**src/rtl/edge_detect_pkg.sv**
```systemverilog
// Shared constants and helpers for the multi-channel edge detector.
package edge_detect_pkg;

    localparam int unsigned DEF_CHANNELS      = 8;
    localparam int unsigned DEF_SYNC_STAGES   = 2;
    localparam int unsigned DEF_FILTER_CYCLES = 4;
    localparam int unsigned DEF_CNT_WIDTH     = 16;

    // popcount operates on a fixed-width vector; narrower channel sets are zero-extended
    localparam int unsigned MAX_CHANNELS = 64;

    function automatic int unsigned fcnt_width(input int unsigned filter_cycles);
        return $clog2(filter_cycles + 1);
    endfunction

    localparam int unsigned DEF_FCNT_WIDTH = fcnt_width(DEF_FILTER_CYCLES);

    function automatic logic [6:0] popcount(input logic [MAX_CHANNELS-1:0] v);
        logic [6:0] n;
        n = '0;
        for (int unsigned i = 0; i < MAX_CHANNELS; i++) begin
            n = n + 7'(v[i]);
        end
        return n;
    endfunction

    function automatic logic [63:0] sat_add(input logic [63:0] a,
                                            input logic [63:0] b,
                                            input logic [63:0] max_val);
        logic [64:0] sum;
        sum = {1'b0, a} + {1'b0, b};
        return (sum > {1'b0, max_val}) ? max_val : sum[63:0];
    endfunction

endpackage

```
**src/rtl/edge_detect_chan.sv**
```systemverilog
// One channel: synchroniser, stability filter, filtered level and edge pulses.
module edge_detect_chan
    import edge_detect_pkg::*;
#(
    parameter int unsigned SYNC_STAGES   = DEF_SYNC_STAGES,
    parameter int unsigned FILTER_CYCLES = DEF_FILTER_CYCLES
) (
    input  logic clk_i,
    input  logic rst_ni,
    input  logic sig_i,
    output logic level_o,
    output logic rise_o,
    output logic fall_o
);

    localparam int unsigned CW = fcnt_width(FILTER_CYCLES);

    logic [SYNC_STAGES-1:0] sync_q, sync_d;
    logic [CW-1:0]          cnt_q, cnt_d;
    logic                   level_q, level_d;
    logic                   rise_q, rise_d;
    logic                   fall_q, fall_d;
    logic                   s;

    assign s = sync_q[SYNC_STAGES-1];

    always_comb begin
        sync_d  = {sync_q[SYNC_STAGES-2:0], sig_i};
        cnt_d   = cnt_q;
        level_d = level_q;
        rise_d  = 1'b0;
        fall_d  = 1'b0;
        if (s == level_q) begin
            cnt_d = '0;
        end else if (cnt_q == CW'(FILTER_CYCLES - 1)) begin
            // this edge completes FILTER_CYCLES consecutive mismatches
            level_d = s;
            cnt_d   = '0;
            rise_d  = s;
            fall_d  = ~s;
        end else begin
            cnt_d = cnt_q + 1'b1;
        end
    end

    always_ff @(posedge clk_i or negedge rst_ni) begin
        if (!rst_ni) begin
            sync_q  <= '0;
            cnt_q   <= '0;
            level_q <= 1'b0;
            rise_q  <= 1'b0;
            fall_q  <= 1'b0;
        end else begin
            sync_q  <= sync_d;
            cnt_q   <= cnt_d;
            level_q <= level_d;
            rise_q  <= rise_d;
            fall_q  <= fall_d;
        end
    end

    assign level_o = level_q;
    assign rise_o  = rise_q;
    assign fall_o  = fall_q;

endmodule

```
**src/rtl/edge_detect_multi.sv**
```systemverilog
// Multi-channel debounced edge detector with sticky status, irq and
// saturating event counter.
module edge_detect_multi
    import edge_detect_pkg::*;
#(
    parameter int unsigned CHANNELS      = DEF_CHANNELS,
    parameter int unsigned SYNC_STAGES   = DEF_SYNC_STAGES,
    parameter int unsigned FILTER_CYCLES = DEF_FILTER_CYCLES,
    parameter int unsigned CNT_WIDTH     = DEF_CNT_WIDTH
) (
    input  logic                 clk,
    input  logic                 rst_n,
    input  logic [CHANNELS-1:0]  sig_in,
    input  logic [CHANNELS-1:0]  rise_en,
    input  logic [CHANNELS-1:0]  fall_en,
    input  logic [CHANNELS-1:0]  irq_mask,
    input  logic [CHANNELS-1:0]  status_clr,
    input  logic                 count_clr,
    output logic [CHANNELS-1:0]  rise_pulse,
    output logic [CHANNELS-1:0]  fall_pulse,
    output logic [CHANNELS-1:0]  level_out,
    output logic [CHANNELS-1:0]  status,
    output logic                 irq,
    output logic [CNT_WIDTH-1:0] edge_count
);

    localparam logic [63:0] CNT_MAX = (64'd1 << CNT_WIDTH) - 64'd1;

    for (genvar g = 0; g < CHANNELS; g++) begin : g_chan
        edge_detect_chan #(
            .SYNC_STAGES  (SYNC_STAGES),
            .FILTER_CYCLES(FILTER_CYCLES)
        ) u_chan (
            .clk_i  (clk),
            .rst_ni (rst_n),
            .sig_i  (sig_in[g]),
            .level_o(level_out[g]),
            .rise_o (rise_pulse[g]),
            .fall_o (fall_pulse[g])
        );
    end

    logic [CHANNELS-1:0]  ev;
    logic [CHANNELS-1:0]  status_q, status_d;
    logic                 irq_q, irq_d;
    logic [CNT_WIDTH-1:0] count_q, count_d;
    logic [CNT_WIDTH-1:0] count_base;
    logic [6:0]           ev_cnt;

    always_comb begin
        ev         = (rise_pulse & rise_en) | (fall_pulse & fall_en);
        ev_cnt     = popcount(MAX_CHANNELS'(ev));
        // set dominates clear so an event coinciding with a clear is kept
        status_d   = (status_q & ~status_clr) | ev;
        irq_d      = |(status_q & irq_mask);
        count_base = count_clr ? '0 : count_q;
        count_d    = CNT_WIDTH'(sat_add(64'(count_base), 64'(ev_cnt), CNT_MAX));
    end

    always_ff @(posedge clk or negedge rst_n) begin
        if (!rst_n) begin
            status_q <= '0;
            irq_q    <= 1'b0;
            count_q  <= '0;
        end else begin
            status_q <= status_d;
            irq_q    <= irq_d;
            count_q  <= count_d;
        end
    end

    assign status     = status_q;
    assign irq        = irq_q;
    assign edge_count = count_q;

endmodule

```
**config.mk**
```make
export PLATFORM = sky130hd
export DESIGN_NAME = edge_detect_multi
export DESIGN_NICKNAME = d
export VERILOG_FILES = /design/src/rtl/edge_detect_pkg.sv /design/src/rtl/edge_detect_chan.sv /design/src/rtl/edge_detect_multi.sv
export SDC_FILE = /design/constraint.sdc
export NUM_CORES = 1
export LEC_CHECK = 0
export ABC_AREA = 1
export CAP_MARGIN = 20
export CORE_ASPECT_RATIO = 0.5
export CORE_UTILIZATION = 45
export DETAILED_ROUTE_END_ITERATION = 7
export PLACE_DENSITY = 0.73
export SETUP_SLACK_MARGIN = 0.02
export SYNTH_ARGS = -nofsm -noshare
export SYNTH_HDL_FRONTEND = slang
export SYNTH_SLANG_ARGS = --single-unit
```
**constraint.sdc**
```tcl
create_clock -name clk -period 3.64 [get_ports clk]
set_clock_uncertainty 0.15 [all_clocks]
set_input_delay 0.364 -clock clk [delete_from_list [all_inputs] [get_ports clk]]
set_output_delay 0.364 -clock clk [all_outputs]
set_load 0.01 [all_outputs]
```
; ---- Word-level counts from Yosys, hierarchy flattened
; Index checks and enable logic that the tools add are counted.
; W data, S select, Z words.
[word_totals]
regBits = 89
input_bits = 43
out_inout_bits = 49
wordCells = 158
[classes]
addsub = 16
magnitude_cmp = 1
eq_ne = 16
mux = 50
bitwise_logic = 23
reduce_logical = 9
[op_table]
columns = operator, count
row1 = $mux W3, 16
row2 = $and A8 B8 Y8, 4
row3 = $mux W1, 32
row4 = $mux W16, 2
row5 = $add A3 B1 Y3 const B, 8
row6 = $eq A3 B2 Y1 const B, 8
row7 = $add A16 B7 Y17, 1
row8 = $gt A17 B16 Y1 const B, 1
row9 = $not A1 Y1, 16
row10 = $or A8 B8 Y8, 2
row11 = $reduce_and A2 Y1, 8
row12 = $eq A1 B1 Y1, 8
row13 = $not A8 Y8, 1
row14 = $reduce_or A8 Y1, 1
row15 = $add A6 B1 Y7, 1
row16 = $add A7 B1 Y7, 1
row17 = $add A5 B1 Y6, 1
row18 = $add A4 B1 Y5, 1
row19 = $add A3 B1 Y4, 1
row20 = $add A2 B1 Y3, 1
row21 = $add A1 B1 Y2, 1

; ---- Logic depth before layout (Yosys ltp)
[depth]
word_depth = 12
ltp_mapped = 18
ltp_nobuf = 18

; ---- By module
; A second synthesis with hierarchy kept.
[hier_totals]
cells_unflattened = 444
hier_area_um2 = 4027.6
[by_module_without_submodules]
columns = mod, n_inst, cells_per_inst, area_per_inst_um2, seq_area_each_um2
row1 = edge_detect_chan, 8, 29, 292.8, 200.2
row2 = edge_detect_multi, 1, 212, 1685.4, 625.6

; ---- Worst setup path before layout
; No wires, ideal clock.
[synth_timing]
kind = in2reg
startpoint = input port rise_en[0]
endpoint = register count_q[11] (netlist: edge_count[11])
setup_time_ps = 126
arrival_ps = 3526
t_required_ps = 3364
path_slack_ps = -162
cell_stages = 18
path_buffers = 0
cell_sequence = a22o_1 inv_1 fa_1 inv_1 fa_1 inv_1 fa_1 inv_1 fa_1 inv_1 fa_1 nor2_2 nor2_4 inv_1 nand2_1 nor2_2 nand2_2 nand3_1
[synth_via]
elab_chain_len = 12
[synth_lines]
columns = element, line
row1 = "start, declared", edge_detect_multi.sv:14  ; input logic [CHANNELS-1:0] rise_en,
row2 = $and A8 B8 Y8 *, edge_detect_multi.sv:51  ; ev = (rise_pulse & rise_en) | (fall_pulse & fall_en);
row3 = $or A8 B8 Y8 *, edge_detect_multi.sv:51
row4 = $add A1 B1 Y2 *, edge_detect_pkg.sv:22  ; n = n + 7'(v[i]);
row5 = $add A2 B1 Y3 *, edge_detect_pkg.sv:22
row6 = $add A3 B1 Y4 *, edge_detect_pkg.sv:22
row7 = $add A4 B1 Y5 *, edge_detect_pkg.sv:22
row8 = $add A5 B1 Y6 *, edge_detect_pkg.sv:22
row9 = $add A6 B1 Y7 *, edge_detect_pkg.sv:22
row10 = $add A7 B1 Y7 *, edge_detect_pkg.sv:22
row11 = $add A16 B7 Y17 *, edge_detect_pkg.sv:31  ; sum = {1'b0, a} + {1'b0, b};
row12 = $gt A17 B16 Y1, edge_detect_pkg.sv:32  ; return (sum > {1'b0, max_val}) ? max_val : sum[63:0];
row13 = $mux W16 *, edge_detect_pkg.sv:32
row14 = via count_d[11], edge_detect_multi.sv:46  ; logic [CNT_WIDTH-1:0] count_q, count_d;
row15 = "end signal, assigned", edge_detect_multi.sv:68  ; count_q <= count_d;
row16 = "end, declared", edge_detect_multi.sv:46
; The timed path passes the listed nets; every way through them passes the cells marked *.
; A chain may end at the register's enable or synchronous reset.

; ---- Worst setup path in the final report
[layout_timing]
startpoint = register g_chan[0].u_chan.rise_q
endpoint = register count_q[10] (netlist: edge_count[10])
[layout_via]
elab_chain_len = 12
[layout_lines]
columns = element, line
row1 = "start, declared", edge_detect_chan.sv:21  ; logic rise_q, rise_d;
row2 = "start signal, assigned", edge_detect_chan.sv:57  ; rise_q <= rise_d;
row3 = $and A8 B8 Y8 *, edge_detect_multi.sv:51
row4 = $or A8 B8 Y8 *, edge_detect_multi.sv:51
row5 = $add A1 B1 Y2 *, edge_detect_pkg.sv:22
row6 = $add A2 B1 Y3 *, edge_detect_pkg.sv:22
row7 = $add A3 B1 Y4 *, edge_detect_pkg.sv:22
row8 = $add A4 B1 Y5 *, edge_detect_pkg.sv:22
row9 = $add A5 B1 Y6 *, edge_detect_pkg.sv:22
row10 = $add A6 B1 Y7 *, edge_detect_pkg.sv:22
row11 = $add A7 B1 Y7 *, edge_detect_pkg.sv:22
row12 = $add A16 B7 Y17 *, edge_detect_pkg.sv:31
row13 = $gt A17 B16 Y1, edge_detect_pkg.sv:32
row14 = $mux W16 *, edge_detect_pkg.sv:32
row15 = via count_d[10], edge_detect_multi.sv:46
; Marks and branches as above.

==> flow_summary.json <==
{
  "area_growth_pct": 31.0,
  "coreArea_sq_mm": 0.00877,
  "synth_top_family_by_area": "simple AND/OR/NAND/NOR gates",
  "crit_arrival_ns": 3.73,
  "avgRoutedWirePerCell_microns": 12.6,
  "final_common_cell": "dfrtp_1",
  "die_w_microns": 137,
  "ir_drop_mv": 0.286,
  "drive_gt1_frac": 0.122,
  "gp_congestion": 0.804,
  "postCtsSetupRepairBufs": 0,
  "gr-total-overflow": 0,
  "slew_viol_final": 0,
  "cp.required_ns": 3.71,
  "dp_slack_ns": -0.566,
  "rsz0062_at_grt": "true",
  "syn_area_sq_mm": 0.00410,
  "drc": 0,
  "final_area_sq_mm": 0.00537,
  "cp_num_cells": 18,
  "firstDrtPassIters": 4,
  "whs_ns": 0.197,
  "hold_violations": 0,
  "clock_latency_ns": 0.34,
  "port_buffers": 91,
  "path_clk_slew_ns": 0.06,
  "synth_compound_area_frac": 0.0470,
  "dpl_cell_area_sq_mm": 0.00500,
  "finalPower_mw": 2.71,
  "cp_num_buf_inv": 6,
  "routed_via_density": 4.66,
  "track_usage": 0.182,
  "antenna_found_initial": 0,
  "critPathTopFamily": "adder cells",
  "ys.warnings.count": 0,
  "reg2regPathDepth": 18,
  "fmax_mhz": 273,
  "synthCells": 411,
  "cp-end-kind": "register",
  "tightest_slew_ns": 0.355,
  "ios": 92,
  "clock-sinks": 89,
  "synth_area_leaders": "dfrtp_1, nand2_1, inv_1, buf_4, ha_1",
  "yosys.area_share.xor_xnor": 0.0299,
  "clock-root-buffer": "clkbuf_16",
  "numCtsBuffers": 9,
  "syn_nets": 473,
  "rows": 24,
  "fillCellCount": 744,
  "die_h_microns": 69.5,
  "die_area_sq_mm": 0.00951,
  "p_per_area_mw_per_mm2": 505,
  "drt_wl_total_mm": 7.73,
  "diodes": 0,
  "post-route-min-period_ns": 3.66,
  "vias": 2864,
  "synth_fa_ha_area_frac": 0.0672,
  "clockBufferDepth": 2,
  "grt_pass1_vias": 2923,
  "register_area_sq_mm": 0.00223,
  "syn_area_per_cell_sq_um": 9.97,
  "yosysTopAreaCellShare": 0.544,
  "layout_setup_ws_ns": -0.0199,
  "violations": "negative setup slack",
  "hold_class": "reg -> reg",
  "yosys.area_share.simple": 0.202,
  "drt_iter0_markers": 115,
  "slew_headroom": 0.762,
  "post-dp-hpwl_mm": 5.79,
  "slowest_stage": "fa_1",
  "fin_crit_sh": 1.01,
  "tns_ns": -0.0618,
  "startpoint_type": "register",
  "critical_path_class": "reg -> reg",
  "synth.distinct_cells": 29,
  "setup_viol": 5,
  "leakagePower_nw": 2.65,
  "drt.antenna.violating_nets": 0,
  "synth-seq-area-share": 0.544,
  "crit_fanout": 7,
  "cts_tree": "built",
  "multi_input_area_sq_mm": 0.00148,
  "start_util": 0.467,
  "grt_max_degree": 90,
  "fin_nets": 556,
  "maxCapViolCount": 0,
  "cpPeakStageDelay_ns": 0.52,
  "crit_path_cell_trace": "a22o_1, inv_2, fa_1, inv_1, fa_1, inv_1, fa_1, inv_1, fa_2, inv_2, fa_2, nor2_4, nor2_4, inv_2, nand2_2, nor2_4, nand2_4, nand3_2",
  "holdPathStages": 0,
  "htree_levels": 3,
  "synth-seq-cells": 89,
  "synth.area.mux_share": 0,
  "status": "finished with violations",
  "layout_common_cells": "dfrtp_1, clkdlybuf4s50_1, nand2_1, inv_1, nor2_1",
  "grt_pass1_wl_mm": 13.2,
  "synth_area_leader_cell": "dfrtp_1"
}
logic make-up (layout without fill, tap and decap cells):
group,Yosys count,after routing
AOI/OAI and AO/OA,29,29
xor gates and xnor gates,14,14
adders and majority gates,19,19
buffers and inverters,94,181
DFF,89,89
and+or+nand+nor,166,166
flip-flops by register name, summed over array words and instances, names as in the netlist:
| signal | count |
|---|---|
| irq | 1 |
| g_chan.u_chan.sync_q | 16 |
| edge_count | 16 |
| g_chan.u_chan.cnt_q | 24 |
| status | 8 |
| g_chan.u_chan.level_o | 8 |
| g_chan.u_chan.fall_o | 8 |
| g_chan.u_chan.rise_o | 8 |
cell usage after synthesis:
cell and n:
a221oi_1 2, o21ai_1 1, dfrtp_1 89, xor2_1 4
nand2_4 1, nand3_1 15, nor2_8 2, o21bai_1 4
nand2_1 70, ha_1 14, nand3b_4 1, inv_2 1
xnor2_1 10, or2_1 1, o21ai_0 14, buf_4 25
a22o_1 8, fa_1 5, nor2_2 9, nand3_4 1
buf_6 1, nor3_1 25, nor3_4 1, nand2_2 5
inv_1 67, nor2_4 2, nor2_1 29, nand3b_1 3
nand3_2 1
routing by layer:
metal	vias up	GRT usage	wire length, microns	part of all wire
li1	1428	-	-	-
met1	1389	0.228	3450	0.45
met2	37	0.303	3960	0.51
met3	10	0.0526	227	0.029
met4	0	0.0586	94	0.012
met5	-	0	0	0
through the flow:
step,utilization,cells
3_3_place_gp,0.571,598
3_5_place_dp,0.571,598
6_report,0.612,615
2_1_floorplan,-,411
4_1_cts,0.605,613
5_1_grt,0.612,615
what timing repair did:
item	4_1_cts	5_1_grt
pin swaps	6	4
cloned	0	0
setup endpoints to repair	16	16
hold buffers	0	1
resized for setup	13	7
hold endpoints to repair	0	23
area by class of cell:
cell class | instances | area share
clock buffers | 11 | 0.0433
clock inverters | 4 | 0.0103
inverters | 68 | 0.0475
multi-input cells | 228 | 0.275
flip-flops and latches | 89 | 0.415
well taps | 117 | 0.0273
repair buffers | 98 | 0.182
where the power goes:
part | total [mW] | switching [mW] | internal, mW
clock network | 0.898 | 0.367 | 0.531
logic | 0.583 | 0.290 | 0.293
registers | 1.23 | 0.0904 | 1.14
worst paths after layout:
kind / start / to / slack (ns)
min in group asynchronous: rst_n / edge_count[10] / 0.32
worst max register to register: g_chan[0].u_chan.rise_o / edge_count[10] / -0.02
worst max-delay path: g_chan[0].u_chan.rise_o / edge_count[10] / -0.02
max in group asynchronous: rst_n / g_chan[3].u_chan.cnt_q[1] / 2.40
worst min register to register: g_chan[0].u_chan.sync_q[0] / g_chan[0].u_chan.sync_q[1] / 0.20
worst min-delay path: g_chan[0].u_chan.sync_q[0] / g_chan[0].u_chan.sync_q[1] / 0.20
(Power assumes the default switching activity.)
